==> config.mk <==
export PLATFORM = sky130hd
export DESIGN_NAME = nibble_serial_adder
export DESIGN_NICKNAME = d
export VERILOG_FILES = /design/src/rtl/nibble_serial_adder_pkg.sv /design/src/rtl/nibble_serial_adder_slice.sv /design/src/rtl/nibble_serial_adder.sv
export SDC_FILE = /design/constraint.sdc
export NUM_CORES = 1
export LEC_CHECK = 0
export CAP_MARGIN = 20
export CORE_MARGIN = 2
export CORE_UTILIZATION = 43
export DETAILED_ROUTE_END_ITERATION = 8
export PLACE_DENSITY = 0.8
export SLEW_MARGIN = 20
export SYNTH_ARGS = -nofsm -noshare
export SYNTH_HDL_FRONTEND = slang
export SYNTH_HIERARCHICAL = 1
export SYNTH_SLANG_ARGS = --single-unit
==> constraint.sdc <==
create_clock -name clk -period 2.78 [get_ports clk]
set_clock_uncertainty 0.05 [all_clocks]
set_input_delay 0.278 -clock clk [delete_from_list [all_inputs] [get_ports clk]]
set_output_delay 0.278 -clock clk [all_outputs]
set_load 0.02 [all_outputs]
==> src/rtl/nibble_serial_adder_pkg.sv <==
// Shared types and constants for the nibble-serial adder and its 4-bit slice.
package nibble_serial_adder_pkg;

    localparam int NIBBLE_W = 4;

    typedef enum logic [1:0] {
        IDLE = 2'd0,
        RUN  = 2'd1,
        DONE = 2'd2
    } state_e;

    // One full-adder cell: returns {carry_out, sum}.
    function automatic logic [1:0] full_add(input logic x, input logic y, input logic ci);
        return {(x & y) | (ci & (x ^ y)), x ^ y ^ ci};
    endfunction

endpackage

==> src/rtl/nibble_serial_adder_slice.sv <==
// Combinational 4-bit ripple-carry slice built from four full-adder cells.
// With OVERFLOW_FLAG_EN the carry into the MSB cell is exported as msb_cin.
module adder4_slice
    import nibble_serial_adder_pkg::*;
(
    input  logic [NIBBLE_W-1:0] x,
    input  logic [NIBBLE_W-1:0] y,
    input  logic                cin,
    output logic [NIBBLE_W-1:0] sum,
    output logic                cout
`ifdef OVERFLOW_FLAG_EN
    ,
    output logic                msb_cin
`endif
);

    logic [NIBBLE_W:0] carry;

    assign carry[0] = cin;

    for (genvar i = 0; i < NIBBLE_W; i++) begin : g_fa
        assign {carry[i+1], sum[i]} = full_add(x[i], y[i], carry[i]);
    end

    assign cout = carry[NIBBLE_W];

`ifdef OVERFLOW_FLAG_EN
    assign msb_cin = carry[NIBBLE_W-1];
`endif

endmodule

==> src/rtl/nibble_serial_adder.sv <==
// Multi-cycle W-bit adder: one nibble per clock through a single 4-bit slice,
// valid/ready on both sides. Optional signed overflow flag via OVERFLOW_FLAG_EN.
module nibble_serial_adder
    import nibble_serial_adder_pkg::*;
#(
    parameter int NIBBLES = 4
) (
    input  logic                    clk,
    input  logic                    rst,
    input  logic                    in_valid,
    output logic                    in_ready,
    input  logic [NIBBLE_W*NIBBLES-1:0] a,
    input  logic [NIBBLE_W*NIBBLES-1:0] b,
    input  logic                    cin,
    output logic                    out_valid,
    input  logic                    out_ready,
    output logic [NIBBLE_W*NIBBLES-1:0] sum,
    output logic                    cout
`ifdef OVERFLOW_FLAG_EN
    ,
    output logic                    ovf
`endif
);

    localparam int W     = NIBBLE_W * NIBBLES;
    localparam int IDX_W = (NIBBLES > 1) ? $clog2(NIBBLES) : 1;
    localparam logic [IDX_W-1:0] LAST_IDX = IDX_W'(NIBBLES - 1);

    state_e             state_q;
    logic [IDX_W-1:0]   idx_q;
    logic               carry_q;
    logic [W-1:0]       a_q;
    logic [W-1:0]       b_q;
    logic [W-1:0]       sum_q;
    logic [W-1:0]       sum_d;
    logic               cout_q;
    logic               in_ready_q;
    logic               out_valid_q;

    logic [NIBBLE_W-1:0] slice_sum;
    logic                slice_cout;

`ifdef OVERFLOW_FLAG_EN
    logic ovf_q;
    logic slice_msb_cin;
`endif

    adder4_slice u_slice (
        .x    (a_q[NIBBLE_W*idx_q +: NIBBLE_W]),
        .y    (b_q[NIBBLE_W*idx_q +: NIBBLE_W]),
        .cin  (carry_q),
        .sum  (slice_sum),
        .cout (slice_cout)
`ifdef OVERFLOW_FLAG_EN
        ,
        .msb_cin (slice_msb_cin)
`endif
    );

    // NOTE: combinational blocks use blocking '=' and assign a default first,
    // so every path drives sum_d and no latch is inferred.
    always_comb begin
        sum_d = sum_q;
        sum_d[NIBBLE_W*idx_q +: NIBBLE_W] = slice_sum;
    end

    // NOTE: every register here, operand registers included, is cleared by the
    // asynchronous reset; sequential state is updated only with '<='.
    always_ff @(posedge clk or posedge rst) begin
        if (rst) begin
            state_q     <= IDLE;
            idx_q       <= '0;
            carry_q     <= 1'b0;
            a_q         <= '0;
            b_q         <= '0;
            sum_q       <= '0;
            cout_q      <= 1'b0;
            in_ready_q  <= 1'b1;
            out_valid_q <= 1'b0;
`ifdef OVERFLOW_FLAG_EN
            ovf_q       <= 1'b0;
`endif
        end else begin
            case (state_q)
                IDLE: begin
                    if (in_valid) begin
                        a_q        <= a;
                        b_q        <= b;
                        carry_q    <= cin;
                        idx_q      <= '0;
                        sum_q      <= '0;
                        cout_q     <= 1'b0;
                        in_ready_q <= 1'b0;
                        state_q    <= RUN;
`ifdef OVERFLOW_FLAG_EN
                        ovf_q      <= 1'b0;
`endif
                    end
                end
                RUN: begin
                    sum_q   <= sum_d;
                    carry_q <= slice_cout;
                    if (idx_q == LAST_IDX) begin
                        idx_q       <= '0;
                        cout_q      <= slice_cout;
                        out_valid_q <= 1'b1;
                        state_q     <= DONE;
`ifdef OVERFLOW_FLAG_EN
                        ovf_q       <= slice_msb_cin ^ slice_cout;
`endif
                    end else begin
                        idx_q <= idx_q + 1'b1;
                    end
                end
                DONE: begin
                    // in_valid is deliberately ignored here; it is taken in IDLE.
                    if (out_ready) begin
                        out_valid_q <= 1'b0;
                        in_ready_q  <= 1'b1;
                        state_q     <= IDLE;
                    end
                end
                default: begin
                    out_valid_q <= 1'b0;
                    in_ready_q  <= 1'b1;
                    state_q     <= IDLE;
                end
            endcase
        end
    end

    assign in_ready  = in_ready_q;
    assign out_valid = out_valid_q;
    assign sum       = sum_q;
    assign cout      = cout_q;
`ifdef OVERFLOW_FLAG_EN
    assign ovf       = ovf_q;
`endif

endmodule

== Yosys cells after proc, flatten, opt, wreduce, memory -nomap -nowiden ==
Cells that the tools add are included.

* Flip-flop bits (word level): 56
* Bits in latches: 0
* RAM bits: 0
* Bits in read-only memories: 0
* Input port bits: 37
* Output and inout bits: 19
* Logic and storage cells: 71
* Memories: 0

* $add $sub $neg: 2
* $mul: 0
* Div/mod/pow operators: 0
* Magnitude comparators: 0
* Eq/ne operators: 6
* Shift operators: 4
* Multiplexer cells: 20
* Bitwise gates (word level): 22
* Reduce and logical (&&, ||, !) cells: 8

{| class="wikitable"
|+ Operators with widths
! operator !! number
|-
| negator 4 -> 34 bit || 1
|-
| variable shift 4 x 34 -> 16 bit, first input constant || 1
|-
| variable part select 4 x 34 -> 16 bit || 1
|-
| case mux 16 bit (2 select lines) || 1
|-
| variable part select 16 x 5 -> 4 bit || 2
|-
| bitwise mux 16 bit || 1
|-
| 2-to-1 mux 16 bit || 1
|-
| AND reduction 3 bit || 4
|-
| 2-to-1 mux 2 bit || 5
|-
| bitwise AND 1 bit || 8
|-
| bitwise XOR 1 bit || 8
|-
| 2-to-1 mux 1 bit || 6
|-
| inequality test 2 bit, second input constant || 3
|-
| case mux 1 bit (3 select lines) || 2
|-
| case mux 2 bit (3 select lines) || 1
|-
| equality test 2 bit, second input constant || 2
|-
| bitwise OR 1 bit || 4
|-
| case mux 1 bit (2 select lines) || 2
|-
| case mux 2 bit (2 select lines) || 1
|-
| AND reduction 2 bit || 2
|-
| adder 2 x 1 -> 2 bit, second input constant || 1
|-
| equality test 2 x 1 -> 1 bit, second input constant || 1
|-
| zero test 2 bit || 1
|-
| NOT 1 bit || 2
|-
| nonzero test 2 bit || 1
|}

== Logic depth before layout (Yosys ltp) ==
Gate-level depths: netlist of run 1.

* Depth after elaboration: 12
* Gate-level depth with buffers: 13
* Depth with buffers taken out: 12

== Cells and area by module ==
Netlist of run 1, hierarchy kept.

{| class="wikitable"
|+ By module, submodules not included
! module !! times used !! cells an instance !! area each (µm²) !! sequential area each (µm²)
|-
| nibble_serial_adder || 1 || 170 || 2,526.2 || 1,402.6
|-
| adder4_slice || 1 || 14 || 117.6 || 0.0
|}

== Worst setup path before layout of run 1 ==
No wires, ideal clock.

* Path kind: register to register
* From: register idx_q[1]
* To: register sum_q[3], in the netlist sum[3]
* Library setup time: 67 ps
* Arrival time: 2,801 ps
* Data required time: 2,663 ps
* Slack: -138 ps
* Stages on the path, launching flop included: 12
* Buffers on the path: 1
* Period minus slack after synthesis: 2,918 ps
* Path through: dfrtp_1 -> buf_2 -> mux4_2 -> inv_1 -> fa_1 -> inv_1 -> fa_1 -> fa_1 -> inv_1 -> fa_1 -> inv_1 -> a22o_1

* Cells in the longest elaborated chain, start to end: 12
* Elaborated cells between the ends (all ways): 24
* Those cells by class: add/sub: 1; shift: 4; mux: 2; bitwise: 17

{| class="wikitable"
|+ RTL lines
! what !! RTL line !! source
|-
| from (decl) || nibble_serial_adder.sv:30 || <nowiki>logic [IDX_W-1:0] idx_q;</nowiki>
|-
| from (signal assigned) || nibble_serial_adder.sv:112 || <nowiki>idx_q <= idx_q + 1'b1;</nowiki>
|-
| variable part select 16 x 5 -> 4 bit (on tied branches) || nibble_serial_adder.sv:49, nibble_serial_adder.sv:50 ||
|-
| bitwise XOR 1 bit || nibble_serial_adder_pkg.sv:14 || <nowiki>return {(x & y) | (ci & (x ^ y)), x ^ y ^ ci};</nowiki>
|-
| bitwise AND 1 bit || nibble_serial_adder_pkg.sv:14 ||
|-
| bitwise OR 1 bit || nibble_serial_adder_pkg.sv:14 ||
|-
| bitwise AND 1 bit || nibble_serial_adder_pkg.sv:14 ||
|-
| bitwise OR 1 bit || nibble_serial_adder_pkg.sv:14 ||
|-
| bitwise AND 1 bit || nibble_serial_adder_pkg.sv:14 ||
|-
| bitwise OR 1 bit || nibble_serial_adder_pkg.sv:14 ||
|-
| bitwise XOR 1 bit * || nibble_serial_adder_pkg.sv:14 ||
|-
| net slice_sum[3] || nibble_serial_adder.sv:40 || <nowiki>logic [NIBBLE_W-1:0] slice_sum;</nowiki>
|-
| variable part select 4 x 34 -> 16 bit * || nibble_serial_adder.sv:64 || <nowiki>sum_d[NIBBLE_W*idx_q +: NIBBLE_W] = slice_sum;</nowiki>
|-
| bitwise mux 16 bit * || nibble_serial_adder.sv:64 ||
|-
| case mux 16 bit (2 select lines) * || nibble_serial_adder.sv:84 || <nowiki>case (state_q)</nowiki>
|-
| to (signal assigned) || nibble_serial_adder.sv:101 || <nowiki>sum_q <= sum_d;</nowiki>
|-
| to (decl) || nibble_serial_adder.sv:34 || <nowiki>logic [W-1:0] sum_q;</nowiki>
|}

Mark *: on every way through the listed nets, which the timed path passes. The rest lies on a longest branch.
A chain may end at the register's enable or synchronous reset.

== Final worst setup path of run 1 ==
* From: register idx_q[0]
* To: register sum_q[7], in the netlist sum[7]

Same word-level chain as after synthesis.

==> results of run 1 <==
## kinds of logic after synthesis
logic type	Yosys count
simple gates	21
mux	40
flops	56
fa+ha+maj	10
compound gates	32
buf+inv	25
## layout make-up
cell class,count,area share (%)
Tap cell,75,2.76
Multi-Input combinational cell,103,32.9
Inverter,18,1.99
Timing Repair Buffer,63,18.3
Sequential cell,56,41.3
Clock buffer,6,2.43
Clock inverter,2,0.294
## worst reg2reg max path, cell delays in order, from the launching register on
cell     delay [ns]
dfrtp_1        0.43
mux4_2         0.53
inv_2          0.07
fa_1           0.16
inv_1          0.05
fa_2           0.34
fa_2           0.35
inv_2          0.06
fa_1           0.41
inv_2          0.10
a22o_1         0.13
## cell usage after synthesis, types with 3 or more instances
| cell | n |
|---|---|
| buf_6 | 3 |
| mux2_2 | 30 |
| a21o_1 | 4 |
| fa_1 | 4 |
| a22o_1 | 17 |
| dfrtp_1 | 55 |
| ha_1 | 6 |
| o21ai_0 | 3 |
| nand2_1 | 11 |
| inv_1 | 18 |
| mux4_2 | 8 |
## registers in the layout, summed over array words and instances, names as in the netlist
signal,count
in_ready,1
out_valid,1
idx_q,2
a_q,16
cout,1
b_q,16
state_q,2
carry_q,1
sum,16
## through the flow
stage,cells,total power [mW]
finish,323,4.18
global route,323,4.52
CTS,321,4.20
detailed placement,313,3.74
global placement,313,3.66
floorplan,184,3.04
## path summary, 6_finish.rpt
| kind | cells after the start | slack (ns) | startpoint | end |
|---|---|---|---|---|
| worst max-delay path | 10 | 0.07 | idx_q[0] | sum[7] |
| worst min-delay path | 2 | 0.12 | rst | sum[14] |
| worst max register to register | 10 | 0.07 | idx_q[0] | sum[7] |
| worst min register to register | 2 | 0.41 | in_ready | in_ready |
| max in group asynchronous | 3 | 1.92 | rst | in_ready |
| min in group clk | 2 | 0.41 | in_ready | in_ready |
## timing repair
action / CTS / global route
setup buffers: 0 / 2
resized for setup: 0 / 2
setup endpoints to repair: 0 / 6
## power by group through the flow
| stage | combinational (mW) | clock (mW) | sequential [mW] |
|---|---|---|---|
| final | 2.27 | 0.451 | 1.46 |
| after global routing | 2.51 | 0.498 | 1.51 |
| after CTS | 2.26 | 0.464 | 1.47 |
| after detailed placement | 2.25 | 0 | 1.49 |
| after global placement | 2.19 | 0 | 1.46 |
| after floorplan | 1.54 | 0 | 1.50 |
## routing by layer
| metal | GRT usage (%) | wire (µm) | share of wire [%] | up-vias |
|---|---|---|---|---|
| met4 | 4.50 | 67 | 1.3 | 0 |
| met3 | 3.80 | 229 | 4.5 | 6 |
| li1 | - | - | - | 784 |
| met2 | 27.7 | 2550 | 50 | 46 |
| met1 | 20.8 | 2220 | 44 | 842 |
| met5 | 0 | 0 | 0 | - |
==> flow_summary.json, run 1 <==
{
  "regArea_um2": 1400,
  "ios": 56,
  "die_y_um": 82.4,
  "cts.sinks": 56,
  "synth_area_leaders": "dfrtp_1 52%, mux2_2 13%, mux4_2 6.8%",
  "place_area_um2": 3290,
  "worst_pin_slew_ns": 0.462,
  "fin_ws_ns": 0.0686,
  "p_sw_mw": 1.65,
  "drt_iter0_markers": 73,
  "rsz0062_at_grt": "yes",
  "fin_area_um2": 3400,
  "finalSetupViolations": 0,
  "clkPwrFrac_pct": 10.8,
  "slew_headroom_pct": 69.2,
  "synthesis.area_um2": 2640,
  "synth_ff_type": "dfrtp_1",
  "post-place-ws_ns": 0.0551,
  "cp_num_buf_inv": 4,
  "grt_first_pass_wirelength_um": 8270,
  "status": "finished, final reports clean",
  "critPathCaptureType": "register",
  "finalHoldViolations": 0,
  "hpwl_um": 3990,
  "ant_nets": 0,
  "synth_area_per_cell_um2": 14.4,
  "cp_top_family": "adder cells",
  "cp_cell_sequence": "mux4_2 > inv_2 > fa_1 > inv_1 > fa_2 > fa_2 > inv_2 > fa_1 > inv_2 > a22o_1",
  "insertedDiodeCount": 0,
  "arrival_ns": 2.91,
  "cp_common_cell": "inv_2",
  "synth_top_family_by_area": "multiplexers",
  "p_sw_share_pct": 39.6,
  "synth_edf_count": 0,
  "synthAdderAreaFrac_pct": 5.87,
  "hold_class": "input pin to asynchronous set/reset pin",
  "rows": 28,
  "portBuffers": 55,
  "synth_top_cell_area_share_pct": 52.1,
  "wl_per_cell_um": 15.7,
  "grt_start_max_net_pins": 34,
  "fin_util_pct": 57.4,
  "multiInputGateArea_um2": 1120,
  "cts_buffers": 5,
  "syn_to_final_growth_pct": 28.6,
  "worst-path-max-fanout": 4,
  "synth_compound_area_share_pct": 9.32,
  "worstSetupStartpointType": "register",
  "synthMuxAreaShare_pct": 20.4,
  "n_fill_cell": 479,
  "synthArstFlopShare_pct": 100,
  "gr-total-overflow": 0,
  "pwr-share-comb_pct": 54.3,
  "synth_warnings": 6,
  "htreeDepth": 2,
  "clkLatencyLatePin_ns": 0.30,
  "setup-tns-final_ns": 0,
  "leakagePower_nw": 1.46,
  "synthXorXnorAreaFrac_pct": 0,
  "drive_gt1_share_pct": 27.4,
  "fin_crit_sh_pct": 97.5,
  "timing_worst_setup_path_type": "register to register",
  "drcViolationCount": 0,
  "seq_area_frac_synth_pct": 53.1,
  "clock-root-buffer": "clkbuf_8",
  "dieArea_um2": 6790,
  "synthDistinctLibCells": 28,
  "num_vias": 1678,
  "syn_nets": 231,
  "maxCapViolations": 0,
  "firstDrtPassIters": 4,
  "yosys.area_share.simple_pct": 6.53,
  "peakVddDrop_v": 0.000534,
  "p_seq_share_pct": 34.9,
  "grt_usage_pct": 16.3,
  "required_ns": 2.98,
  "antenna_found_initial": 0,
  "crit_slowest_cell": "mux4_2",
  "ys_ff_latch": 56,
  "whs_ns": 0.123,
  "coreArea_um2": 5920,
  "cpPeakStageDelay_ns": 0.53,
  "cts.path.max_buffers": 2,
  "grt_pass1_vias": 1735,
  "synth_cells": 184,
  "cts_tree": "yes",
  "fin_crit_ns": 2.71,
  "nets": 294,
  "holdBufCountCts": 0,
  "start_util_pct": 44.7,
  "internal-power_mw": 2.53,
  "routabilityCongestion": 0.813,
  "vias_per_cell": 5.20,
  "fmax_mhz": 369,
  "clk_pin_slew_worst_paths_ns": 0.10,
  "drv_slew": 0,
  "layout_common_cells": "55 x dfrtp_1, 55 x clkdlybuf4s50_1, 30 x mux2_2",
  "routed_wl_um": 5060,
  "die_x_um": 82.4,
  "power_density_nw_per_um2": 1230,
  "yosys.area.top_type": "dfrtp_1"
}
No activity file was read; power rests on OpenSTA's default activity.
==> run 2, diff against run 1 <==
--- a/config.mk
+++ b/config.mk
@@ -6,5 +6,5 @@
 export NUM_CORES = 1
 export LEC_CHECK = 0
-export CAP_MARGIN = 20
+export CAP_MARGIN = 10
 export CORE_MARGIN = 2
 export CORE_UTILIZATION = 43
==> constraint.sdc (replaced) <==
create_clock -name clk -period 2.2 [get_ports clk]
set_clock_uncertainty 0.05 [all_clocks]
set_input_delay 0.44 -clock clk [delete_from_list [all_inputs] [get_ports clk]]
set_output_delay 0.44 -clock clk [all_outputs]
set_load 0.02 [all_outputs]
==> run 2 against run 1 <==
Against the previous run:
- critical path type unchanged
- the run now ends with setup timing left
- final cell count stayed put
- setup slack got worse by 0.58 ns
- register-to-register slack worse by 0.58 ns
- combinational power is 30% higher
- sequential share of layout area down 0.53 points
- routed wire length is 2.0% lower
- largest cell class unchanged
- highest routed layer unchanged
==> flow_summary.json, run 2 (synthesized netlist as in run 1, its figures left out) <==
{
  "finalSetupViolations": 10,
  "coreArea_um2": 5920,
  "clk_pin_slew_worst_paths_ns": 0.09,
  "grt_usage_pct": 16.5,
  "fin_crit_sh_pct": 123,
  "clock-root-buffer": "clkbuf_8",
  "violations": "setup timing",
  "p_sw_mw": 2.10,
  "routabilityCongestion": 0.762,
  "place_inst": 315,
  "p_sw_share_pct": 38.4,
  "portBuffers": 55,
  "drt_iter0_markers": 66,
  "timing_worst_setup_path_type": "register to register",
  "clkLatencyLatePin_ns": 0.30,
  "fin_ws_ns": -0.515,
  "worstSetupStartpointType": "register",
  "worst_pin_slew_ns": 0.461,
  "ant_nets": 0,
  "hold_class": "register to register",
  "endpoint": "sum[15]",
  "r2r-end": "sum[15]",
  "finalHoldViolations": 0,
  "internal-power_mw": 3.37,
  "cts_buffers": 5,
  "fin_util_pct": 58.2,
  "required_ns": 2.40,
  "n_fill_cell": 456,
  "dieArea_um2": 6790,
  "ios": 56,
  "pwr-share-comb_pct": 53.7,
  "critPathCaptureType": "register",
  "vias_per_cell": 5.22,
  "critPathLaunch": "idx_q[1]",
  "r2r_cells": 10,
  "drcViolationCount": 0,
  "stdcell_count": 323,
  "hpwl_um": 3860,
  "r2r_slack_ns": -0.51,
  "status": "finished, violations left",
  "fmax_mhz": 368,
  "fin_crit_ns": 2.71,
  "clkPwrFrac_pct": 13.1,
  "routed_wl_um": 4960,
  "slew_headroom_pct": 69.3,
  "drv_slew": 0,
  "arrival_ns": 2.91,
  "fin_area_um2": 3450,
  "p_seq_share_pct": 33.2,
  "leakagePower_nw": 1.47,
  "place_area_um2": 3320,
  "drive_gt1_share_pct": 27.8,
  "wl_per_cell_um": 15.4,
  "grt_pass1_vias": 1699,
  "antenna_found_initial": 0,
  "total_power_mw": 5.47,
  "layout_common_cells": "55 x clkdlybuf4s50_1, 54 x dfrtp_1, 30 x mux2_2",
  "rows": 28,
  "num_vias": 1685,
  "power_density_nw_per_um2": 1590,
  "holdPathStages": 2,
  "cts.sinks": 56,
  "peakVddDrop_v": 0.000859,
  "grt_first_pass_wirelength_um": 8360,
  "syn_to_final_growth_pct": 30.4,
  "htreeDepth": 2,
  "grt_start_max_net_pins": 57,
  "cts_tree": "yes",
  "nets": 294,
  "insertedDiodeCount": 0,
  "die_y_um": 82.4,
  "worstReg2RegStart": "idx_q[1]",
  "cts.path.max_buffers": 2,
  "die_x_um": 82.4,
  "start_util_pct": 44.7,
  "rsz0062_at_grt": "yes",
  "firstDrtPassIters": 4,
  "maxCapViolations": 0,
  "setup-tns-final_ns": -3.55,
  "gr-total-overflow": 0,
  "final_common_cell": "clkdlybuf4s50_1",
  "worst-path-max-fanout": 4
}
## run 2: worst min-delay path by stage
stage / start / to / slack, ns
2_1_floorplan: a_q[13] / a_q[13] / 0.40
3_3_place_gp: in_ready / in_ready / 0.41
3_5_place_dp: in_ready / in_ready / 0.40
4_1_cts: in_ready / in_ready / 0.42
5_1_grt: in_ready / in_ready / 0.46
6_report: in_ready / in_ready / 0.41
## run 2: worst max-delay path, cell delays in order (launching register included)
cell and delay (ns):
dfrtp_1 0.38, mux4_2 0.53, inv_2 0.08, fa_1 0.18, inv_2 0.04, fa_2 0.33
fa_2 0.34, inv_2 0.07, fa_1 0.42, inv_2 0.10, a22o_1 0.13
## run 2: timing repair
| action | CTS | global route |
|---|---|---|
| buffers inserted | 0 | 0 |
| resized for setup | 0 | 1 |
| pin swaps | 4 | 4 |
| endpoints found under the setup margin | 10 | 14 |
| hold buffers | 0 | 0 |
| cloned | 0 | 0 |
## run 2: layout make-up
class / count / area [µm²] / area share [%]
timing repair buffer: 63 / 636 / 18.4
clock inverter: 1 / 30.0 / 0.871
clock buffer: 7 / 96.3 / 2.79
sequential: 56 / 1400 / 40.7
tap: 75 / 93.8 / 2.72
multi-input combinational: 103 / 1120 / 32.5
inverter: 18 / 67.6 / 1.96
## run 2: metrics by stage
stage               hold slack (ns)  setup slack (ns)
global route                  0.463            -0.596
detailed placement            0.403            -0.509
global placement              0.406            -0.400
finish                        0.415            -0.515
floorplan                     0.403            -0.549
CTS                           0.416            -0.514
## run 2: power by group through the flow
stage	Sequential (mW)	Combinational, mW	Clock, mW
after detailed placement	1.85	2.94	0
after floorplan	1.90	1.97	0
final	1.82	2.94	0.715
after global placement	1.84	2.84	0
after global routing	1.89	3.19	0.779
after CTS	1.83	2.95	0.733
## run 2: per-layer routing
metal / GRT usage (%) / part of all wire, % / up-vias
met5: 0 / 0 / -
met4: 4.67 / 1.0 / 0
met1: 22.4 / 46 / 844
met2: 26.7 / 49 / 45
met3: 3.91 / 4.6 / 7
li1: - / - / 789
==> run 3, diff against run 2 <==
- CTS_CLUSTER_DIAMETER: unset -> 120
- RECOVER_POWER: unset -> 50
==> run 3 against run 2 <==
Against the previous run:
- the flow still finishes with violations (setup timing)
- clock power hardly changed
- sequential share of layout area grew 0.22 points
- setup slack gained 0.0011 ns
- combinational power is essentially flat
- via count fell by 0.36%
- die area did not move
- sequential cell count did not move
==> flow_summary.json, run 3 (synthesized netlist as in run 1, its figures left out) <==
{
  "critPathCaptureType": "register",
  "num_vias": 1679,
  "dieArea_um2": 6790,
  "post-place-ws_ns": -0.509,
  "worst_pin_slew_ns": 1.36,
  "hpwl_um": 3860,
  "ant_nets": 0,
  "holdBufCountCts": 0,
  "layout_common_cells": "54 x dfrtp_1, 54 x clkdlybuf4s50_1, 30 x mux2_2",
  "arrival_ns": 2.91,
  "finalHoldViolations": 0,
  "drcViolationCount": 0,
  "fin_crit_ns": 2.71,
  "grt_start_max_net_pins": 57,
  "rows": 28,
  "leakagePower_nw": 1.46,
  "nets": 294,
  "fin_crit_sh_pct": 123,
  "cts_buffers": 5,
  "routabilityCongestion": 0.762,
  "cts_tree": "yes",
  "syn_to_final_growth_pct": 29.7,
  "hold_class": "register to register",
  "worstSetupStartpointType": "register",
  "ios": 56,
  "wl_per_cell_um": 15.4,
  "post-cts-setup-buffers": 0,
  "drive_gt1_share_pct": 27.0,
  "fin_util_pct": 57.9,
  "violations": "setup timing",
  "cts.path.max_buffers": 2,
  "insertedDiodeCount": 0,
  "htreeDepth": 2,
  "status": "finished, violations left",
  "grt_usage_pct": 16.5,
  "timing_worst_setup_path_type": "register to register",
  "fin_ws_ns": -0.514,
  "required_ns": 2.40,
  "drv_slew": 0,
  "worst-path-max-fanout": 4,
  "coreArea_um2": 5920,
  "fmax_mhz": 368,
  "routed_wl_um": 4970,
  "clk_pin_slew_worst_paths_ns": 0.09,
  "slew_headroom_pct": 9.47,
  "antenna_found_initial": 0,
  "grt_first_pass_wirelength_um": 8360,
  "die_x_um": 82.4,
  "finalSetupViolations": 10,
  "portBuffers": 55,
  "rsz0062_at_grt": "yes",
  "clkLatencyLatePin_ns": 0.30,
  "vias_per_cell": 5.20,
  "drt_iter0_markers": 68,
  "firstDrtPassIters": 4,
  "clock-root-buffer": "clkbuf_8",
  "start_util_pct": 44.7,
  "maxCapViolations": 0,
  "die_y_um": 82.4,
  "grt_pass1_vias": 1699,
  "peakVddDrop_v": 0.000859,
  "cts.sinks": 56,
  "gr-total-overflow": 0,
  "total_power_mw": 5.46,
  "power_density_nw_per_um2": 1590
}
==> run 3: cell count changes in the layout (fill, tap and decap cells not counted), sizes merged <==
cell | previous run | this run
clkbuf | 7 | 9
clkdlybuf4s50 | 55 | 54
dlygate4sd3 | 0 | 1
buf | 8 | 6
clkinv | 0 | 1
inv | 18 | 17
==> run 3: what timing repair did <==
action / 4_1_cts / 5_1_grt
resized for setup: 0 / 1
pin swaps: 4 / 4
endpoints found under the setup margin: 10 / 14
==> run 3: cell type report <==
class                           count  area [µm²]
Clock buffer                        7        96.3
Sequential cell                    56        1400
Clock inverter                      1        30.0
Timing Repair Buffer               63         617
Tap cell                           75        93.8
Fill cell                         457        2490
Inverter                           18        67.6
Multi-Input combinational cell    103        1120
==> run 3: critical path: stages (launching register included) <==
cell,delay (ns)
dfrtp_1,0.38
mux4_2,0.53
inv_2,0.08
fa_1,0.18
inv_2,0.04
fa_2,0.33
fa_2,0.34
inv_2,0.07
fa_1,0.42
inv_2,0.10
a22o_1,0.13
==> run 3: path summary, 6_finish.rpt <==
check,from,cells after the start,end,slack (ns)
worst max-delay path,idx_q[1],10,sum[15],-0.51
worst min-delay path,in_ready,2,in_ready,0.41
worst max register to register,idx_q[1],10,sum[15],-0.51
worst min register to register,in_ready,2,in_ready,0.41
max in group asynchronous,rst,3,idx_q[0],0.21
min in group asynchronous,rst,3,sum[5],0.97
==> run 3: per-layer routing <==
| layer | wire (µm) | track usage (%) | up-vias |
|---|---|---|---|
| met5 | 0 | 0 | - |
| li1 | - | - | 790 |
| met1 | 2290 | 22.4 | 839 |
| met3 | 228 | 3.91 | 7 |
| met4 | 52 | 4.67 | 0 |
| met2 | 2400 | 26.7 | 43 |
==> run 3: power by group <==
part | total, mW | internal (mW) | switching [mW]
Clock | 0.715 | 0.402 | 0.313
Combinational | 2.93 | 1.44 | 1.48
Sequential | 1.82 | 1.51 | 0.304
Total | 5.46 | 3.36 | 2.10
==> run 3: through the flow <==
stage | cell area, µm² | hold slack (ns) | cells | setup TNS (ns)
after floorplan | 2660 | 0.403 | 184 | -4.02
final | 3430 | 0.415 | 323 | -3.55
after global routing | 3430 | 0.463 | 323 | -4.74
after detailed placement | 3320 | 0.403 | 315 | -3.52
after global placement | 3320 | 0.406 | 315 | -2.70
after CTS | 3450 | 0.416 | 323 | -3.58
